## src/rtl/aes_job_arbiter.sv

```systemverilog
// aes_job_arbiter: shares one AES decrypt core between two requesters.
// Round-robin grant in IDLE, level start/done handshake with the core in RUN,
// a watchdog that aborts a job the core never finishes, and a GAP state that
// holds START low until the core releases DONE.
module aes_job_arbiter #(
    parameter int TIMEOUT_CYCLES = 1024
) (
    input  logic         CLK,
    input  logic         RESET,
    input  logic         REQ0_VALID,
    output logic         REQ0_READY,
    input  logic [127:0] REQ0_KEY,
    input  logic [127:0] REQ0_MSG_ENC,
    output logic         RSP0_VALID,
    output logic [127:0] RSP0_MSG_DEC,
    output logic         RSP0_ERR,
    input  logic         REQ1_VALID,
    output logic         REQ1_READY,
    input  logic [127:0] REQ1_KEY,
    input  logic [127:0] REQ1_MSG_ENC,
    output logic         RSP1_VALID,
    output logic [127:0] RSP1_MSG_DEC,
    output logic         RSP1_ERR,
    output logic         AES_START,
    input  logic         AES_DONE,
    output logic [127:0] AES_KEY,
    output logic [127:0] AES_MSG_ENC,
    input  logic [127:0] AES_MSG_DEC,
    output logic         BUSY,
    output logic         GRANT_ID
);

    localparam int CNT_W = $clog2(TIMEOUT_CYCLES);

    typedef enum logic [1:0] {
        ST_IDLE = 2'd0,
        ST_RUN  = 2'd1,
        ST_GAP  = 2'd2
    } state_t;

    state_t             r_state;
    logic               r_grant_id;
    logic               r_busy;
    logic               r_aes_start;
    logic [127:0]       r_key;
    logic [127:0]       r_msg_enc;
    logic [CNT_W-1:0]   r_cnt;
    logic               r_rsp0_valid;
    logic [127:0]       r_rsp0_msg;
    logic               r_rsp0_err;
    logic               r_rsp1_valid;
    logic [127:0]       r_rsp1_msg;
    logic               r_rsp1_err;

    logic               w_idle;
    logic               w_ready0;
    logic               w_ready1;
    logic               w_timeout;

    // READY is suppressed while RESET is asserted so no job slips in during reset
    assign w_idle    = (r_state == ST_IDLE) && !RESET;
    assign w_timeout = (r_cnt == CNT_W'(TIMEOUT_CYCLES - 1));

    // Round-robin arbitration: on a tie the requester that did not own the last job wins
    always_comb begin
        w_ready0 = 1'b0;
        w_ready1 = 1'b0;
        if (w_idle) begin
            w_ready0 = REQ0_VALID && (!REQ1_VALID || r_grant_id);
            w_ready1 = REQ1_VALID && (!REQ0_VALID || !r_grant_id);
        end else begin
            w_ready0 = 1'b0;
            w_ready1 = 1'b0;
        end
    end

    // Job FSM: accept, run the core with a watchdog, return the result, wait for DONE release
    always_ff @(posedge CLK) begin
        if (RESET) begin
            r_state      <= ST_IDLE;
            r_grant_id   <= 1'b1;
            r_busy       <= 1'b0;
            r_aes_start  <= 1'b0;
            r_key        <= 128'd0;
            r_msg_enc    <= 128'd0;
            r_cnt        <= '0;
            r_rsp0_valid <= 1'b0;
            r_rsp0_msg   <= 128'd0;
            r_rsp0_err   <= 1'b0;
            r_rsp1_valid <= 1'b0;
            r_rsp1_msg   <= 128'd0;
            r_rsp1_err   <= 1'b0;
        end else begin
            r_rsp0_valid <= 1'b0;
            r_rsp1_valid <= 1'b0;
            case (r_state)
                ST_IDLE: begin
                    if (w_ready0 || w_ready1) begin
                        r_key       <= w_ready1 ? REQ1_KEY : REQ0_KEY;
                        r_msg_enc   <= w_ready1 ? REQ1_MSG_ENC : REQ0_MSG_ENC;
                        r_grant_id  <= w_ready1;
                        r_cnt       <= '0;
                        r_aes_start <= 1'b1;
                        r_busy      <= 1'b1;
                        r_state     <= ST_RUN;
                    end
                end
                ST_RUN: begin
                    // DONE has priority over a watchdog expiry in the same cycle
                    if (AES_DONE) begin
                        if (r_grant_id) begin
                            r_rsp1_valid <= 1'b1;
                            r_rsp1_msg   <= AES_MSG_DEC;
                            r_rsp1_err   <= 1'b0;
                        end else begin
                            r_rsp0_valid <= 1'b1;
                            r_rsp0_msg   <= AES_MSG_DEC;
                            r_rsp0_err   <= 1'b0;
                        end
                        r_aes_start <= 1'b0;
                        r_state     <= ST_GAP;
                    end else if (w_timeout) begin
                        if (r_grant_id) begin
                            r_rsp1_valid <= 1'b1;
                            r_rsp1_msg   <= 128'd0;
                            r_rsp1_err   <= 1'b1;
                        end else begin
                            r_rsp0_valid <= 1'b1;
                            r_rsp0_msg   <= 128'd0;
                            r_rsp0_err   <= 1'b1;
                        end
                        r_aes_start <= 1'b0;
                        r_state     <= ST_GAP;
                    end else begin
                        r_cnt <= r_cnt + CNT_W'(1);
                    end
                end
                ST_GAP: begin
                    // Core keeps DONE until it has seen START low
                    if (!AES_DONE) begin
                        r_busy  <= 1'b0;
                        r_state <= ST_IDLE;
                    end
                end
                default: begin
                    r_aes_start <= 1'b0;
                    r_busy      <= 1'b0;
                    r_state     <= ST_IDLE;
                end
            endcase
        end
    end

    assign REQ0_READY   = w_ready0;
    assign REQ1_READY   = w_ready1;
    assign RSP0_VALID   = r_rsp0_valid;
    assign RSP0_MSG_DEC = r_rsp0_msg;
    assign RSP0_ERR     = r_rsp0_err;
    assign RSP1_VALID   = r_rsp1_valid;
    assign RSP1_MSG_DEC = r_rsp1_msg;
    assign RSP1_ERR     = r_rsp1_err;
    assign AES_START    = r_aes_start;
    assign AES_KEY      = r_key;
    assign AES_MSG_ENC  = r_msg_enc;
    assign BUSY         = r_busy;
    assign GRANT_ID     = r_grant_id;

endmodule

```

## config.mk

```make
export PLATFORM = sky130hd
export DESIGN_NAME = aes_job_arbiter
export DESIGN_NICKNAME = d
export VERILOG_FILES = /design/src/rtl/aes_job_arbiter.sv
export SDC_FILE = /design/constraint.sdc
export NUM_CORES = 1
export LEC_CHECK = 0
export BUFFER_PORTS_ARGS = -buffer_cell sky130_fd_sc_hd__buf_4
export CAP_MARGIN = 20
export CORE_AREA = 4 4 448 450
export DETAILED_ROUTE_END_ITERATION = 8
export DIE_AREA = 0 0 452 454
export GPL_TIMING_DRIVEN = 0
export HOLD_SLACK_MARGIN = 0.12
export PLACE_DENSITY = 0.34
export SKIP_CTS_REPAIR_TIMING = 1
export SYNTH_ARGS = -nofsm -noshare
export SYNTH_HDL_FRONTEND = slang
export SYNTH_SLANG_ARGS = --single-unit
```

## constraint.sdc

```tcl
create_clock -name CLK -period 2.9 [get_ports CLK]
set_clock_uncertainty 0.1 [all_clocks]
set_input_delay 0.435 -clock CLK [delete_from_list [all_inputs] [get_ports CLK]]
set_output_delay 0.435 -clock CLK [all_outputs]
set_load 0.005 [all_outputs]
```

* Word level (Yosys, flattened, before mapping)
Cells that the tools add are included.
Word-level totals: register bits 531, output and inout port bits 521, input bits 645, word-level logic and storage cells 87
Operators by class: bitwise operators 3, reductions and logical operators 21, add/sub/neg operators 1, equality and inequality tests 8, muxes and demuxes 41
Operators by type and width (count):
- 2-to-1 mux 128 bit | 10
- 2-to-1 mux 10 bit | 3
- 2-to-1 mux 1 bit | 20
- one-hot mux 10 bit (2 select lines) | 1
- AND reduction 3 bit | 5
- adder 10 x 1 -> 10 bit (second input constant) | 1
- equality test 10 bit (second input constant) | 1
- 2-to-1 mux 2 bit | 4
- inequality test 2 bit (second input constant) | 3
- one-hot mux 1 bit (3 select lines) | 2
- one-hot mux 2 bit (3 select lines) | 1
- logical NOT 1 bit | 4
- AND reduction 4 bit | 1
- nonzero test 2 bit | 2
- logical AND 1 bit | 3
- logical OR 1 bit | 3
- inequality test 3 bit (second input constant) | 1
- inverter 1 bit | 3
- equality test 2 x 1 -> 1 bit (second input constant) | 1
- equality test 2 bit (second input constant) | 1
- logical NOT 2 bit | 1
- inequality test 2 x 1 -> 1 bit (second input constant) | 1
- AND reduction 2 bit | 1
- OR reduction 2 bit | 1

* Logic depth before layout (Yosys ltp)
depth after elaboration 7, gate-level depth with buffers 8, gate-level depth less buffers 5

* Worst setup path before layout
OpenSTA, ideal clock, no wires.
path type register to register, from register r_cnt[0], to register r_rsp0_msg[100], in the netlist RSP0_MSG_DEC[100], cell stages (with the launch flop) 9, path slack 1036 ps, path buffers 3, period minus slack after synthesis 1864 ps, data arrival time 1703 ps, setup time 61 ps, required time 2739 ps, cells stage by stage dfxtp_1 ha_1 and3_1 buf_2 a31o_2 a21oi_1 buf_2 buf_2 a32o_1
Between the ends: longest elaborated chain between the ends 3
Ends and longest elaborated chain:
- start: declaration | line 47 | logic [CNT_W-1:0] r_cnt;
- start signal: assignment | line 135 | r_cnt <= r_cnt + CNT_W'(1);
- equality test 10 bit | line 62 | assign w_timeout = (r_cnt == CNT_W'(TIMEOUT_CYCLES - 1));
- nonzero test 2 bit (no source line)
- AND reduction 3 bit (no source line)
- end signal: assignment | line 88 | r_rsp0_msg <= 128'd0;
- end signal: assignment | line 117 | r_rsp0_msg <= AES_MSG_DEC;
- end signal: assignment | line 129 | r_rsp0_msg <= 128'd0;
- end: declaration | line 49 | logic [127:0] r_rsp0_msg;
Every way passes these cells. A chain may end at the register's enable or synchronous reset.

* Worst setup path after layout
from register r_state[1], to output REQ1_READY
Between the ends: longest elaborated chain between the ends 3
Ends and longest elaborated chain:
- start: declaration | line 41 | state_t r_state;
- start signal: assignment | line 80 | r_state <= ST_IDLE;
- start signal: assignment | line 105 | r_state <= ST_RUN;
- start signal: assignment | line 121 | r_state <= ST_GAP;
- logical NOT 2 bit | line 61 | assign w_idle = (r_state == ST_IDLE) && !RESET;
- logical AND 1 bit | line 61
- 2-to-1 mux 1 bit | line 68 | if (w_idle) begin
- end: declaration | line 18 | output logic REQ1_READY,
Every way passes these cells.

==> run_results.csv <==
group,metric,value,unit
final_layout,fillers,22000,
logic_synthesis,synth_top_area_cell,"dfxtp_1",
logic_synthesis,synthFlopType,"dfxtp_1",
final_layout,multi_input_area,9430,sq um
grt,grt_pass1_vias,23300,
power,p_seq_share,36.2,%
sta,worstMarginPinSlew,1.19,ns
sta,worst_slack,0.225,ns
power,ir_drop,0.345,mV
die,die-area,205000,sq um
routing,postRouteAntennaNets,0,
power,fin_total_pwr,22.5,mW
sta,period_minus_slack,2.68,ns
outcome,status,"completed",
logic_synthesis,synth.top_cell.area_share,49.9,%
worst_setup_path,crit_chain,"buf_2 -> nor3_4 -> nand3_4 -> inv_6 -> buf_6 -> buf_6",
grt,antenna_found_initial,33,
final_layout,instances_no_fill,6727,
sta,fin_crit_sh,92.2,%
sta,finalSetupViolCount,0,
die,die_w,452,um
power,leakagePower,17.5,nW
worst_setup_path,required,2.37,ns
place,dpl.hpwl,131000,um
logic_synthesis,synth_edf_count,0,
logic_synthesis,netlist_area,21300,sq um
routing,routed_wl,162000,um
power,p_sw,6.82,mW
logic_synthesis,yosysSeqAreaShare,49.9,%
place,gp_congestion,0.907,
final_layout,seqCellArea,10600,sq um
logic_synthesis,netlist_instances,2138,
power,p_per_area,532,nW/um^2
final_layout,area_delta_synth_final,98.9,%
logic_synthesis,synthTopCellsByArea,"dfxtp_1 (50%), a311oi_2 (13%), a32o_1 (12%)",
clock_network,cts_max_level,3,
place,pre_cts_ws,-0.362,ns
routing,first_iter_violations,1585,
clock_network,clk_path_buf_depth,3,
grt,grt_pass1_wl,209000,um
logic_synthesis,yosys_warnings,0,
logic_synthesis,async_reset_ff_share,0,%
worst_setup_path,reg2reg_from,"GRANT_ID$_SDFFE_PP1P_",
logic_synthesis,yosysUniqueCellTypes,45,
clock_network,clkSinkCount,531,
clock_network,cts_tree,"done",
die,coreArea,197000,sq um
final_layout,layout-drive-gt1-share,39.6,%
die,die_h,454,um
worst_setup_path,slowest_delay,0.29,ns
sta,slew-limit-headroom,20.4,%
sta,setup-tns-final,0,ns
power,swShare,30.3,%
hold_path,holdCritPathClass,"in2reg",
clock_network,cts_root_buffer,"clkbuf_16",
grt,grt_max_degree,12,
die,start_util,10.8,%
sta,max_freq,374,MHz
logic_synthesis,synth_nets,2784,
worst_setup_path,critPathSlowestCell,"dfxtp_1",
logic_synthesis,synth.ff_latch_count,531,
sta,hold_viol,0,
grt,track_usage,14.7,%
logic_synthesis,ys_top_cells_by_count,"dfxtp_1 (531), nand2_1 (519), nor2_1 (260), a32o_1 (256), a311oi_2 (190)",
power,clkPwrFrac,40.9,%
place,placedCellCount,5948,
logic_synthesis,syn_avg_cell_area,9.96,sq um
grt,overflow,0,
sta,grt_setup_unrepaired,"no",
power,comb_power_share,22.9,%
clock_network,clk_latency,0.67,ns
die,io_pins,1166,
clock_network,clk_pin_slew_worst_paths,0.06,ns
worst_setup_path,critPathLaunchType,"flop",
die,rows,163,
power,p_int,15.7,mW
worst_setup_path,crit_arrival,2.14,ns
sta,drv_slew,0,
final_layout,fin_nets,4674,
worst_setup_path,startpoint,"r_state[1]$_SDFFE_PP0P_",
final_layout,final_area,42400,sq um
place,place_area,33500,sq um
worst_setup_path,crit_fanout,10,
routing,via_per_inst,3.80,
clock_network,numCtsBuffers,74,
routing,first_pass_iters,5,
worst_setup_path,crit_top_cell,"buf_6",
worst_setup_path,path_class,"reg2out",
routing,drt-wirelength-per-cell,24.0,um
hold_path,min_from,"AES_DONE",
worst_setup_path,end_kind,"output pin",
place,io_buffers,1163,
routing,drc,0,
flow_run,maxCapViolations,0,
logic_synthesis,synth.most_common_cell,"dfxtp_1",
routing,vias,25600,
[flip-flops by register name, indices dropped and copies added, names as in the netlist, 2 cells and up]
register and flops:
AES_KEY 128, AES_MSG_ENC 128, RSP0_MSG_DEC 128, RSP1_MSG_DEC 128, r_cnt 10, r_state 2
[layer usage]
layer  up-vias  GRT usage, %  part of all wire (%)
met5         -             0                 0.021
met4         6          4.33                   2.4
met3       184          4.09                   6.3
met2      1031          26.2                    51
met1     12600          16.9                    40
li1      11800             -                     -
[worst paths after layout]
kind,end,slack (ns),cells past startpoint
max,REQ1_READY,0.22,6
min,r_state[1]$_SDFFE_PP0P_,0.16,4
max reg2reg,AES_KEY[20]$_SDFFE_PP0P_,0.26,6
min reg2reg,BUSY$_SDFFE_PP0P_,0.36,2
[final cells by class]
class	count	area share [%]
clock buffer	113	5.27
tap	2640	7.80
timing repair buffer	1814	36.2
inverter	10	0.100
buffer	233	2.87
multi-input combinational	1364	22.3
sequential	531	25.1
clock inverter	16	0.378
antenna	6	0.0354
[cell families (layout without fill, tap and decap cells)]
| group | Yosys count | in the layout | synth area share [%] |
|---|---|---|---|
| buffers and inverters | 243 | 2186 | 5.83 |
| adders and majority gates | 1 | 1 | 0.0587 |
| AOI/OAI and AO/OA | 545 | 545 | 29.2 |
| DFF | 531 | 531 | 49.9 |
| muxes | 1 | 1 | 0.0470 |
| other | 0 | 6 | 0 |
| and+or+nand+nor | 817 | 817 | 14.9 |
[cells in the final DEF (no fill, tap or decap), drive strengths merged, types with 2 or more instances in the layout]
master,count
and3,6
a211oi,3
nor2,262
o221a,2
a21oi,8
and2,2
o21ai,6
or2,2
dfxtp,531
nand3b,2
nand3,4
clkbuf,211
buf,1307
nand2b,4
o211ai,3
nor3,7
clkinv,7
inv,17
a31oi,4
a32o,256
a311oi,257
or3,2
and4,2
diode,6
nor3b,2
dlygate4sd3,642
nand2,519
[power groups by stage]
stage	clock (mW)	combinational, mW	sequential [mW]
after floorplan	0	1.70	8.25
after global placement	0	4.42	8.30
after detailed placement	0	4.45	8.31
after CTS	9.60	4.46	8.16
after global routing	9.86	5.51	8.21
final	9.22	5.16	8.16
[critical path, delay by kind of cell (launching register included)]
family | cells | cell delay, ns
buf+inv | 4 | 0.65
flops | 1 | 0.29
simple gates | 2 | 0.49
[through the flow]
stage	util [%]	hold slack, ns
4_1_cts	18.2	-0.178
5_1_grt	21.5	0.129
3_3_place_gp	17.0	0.350
6_report	21.5	0.161
2_1_floorplan	-	0.348
3_5_place_dp	17.0	0.355
Note: power is estimated with default switching activity, not from simulation.
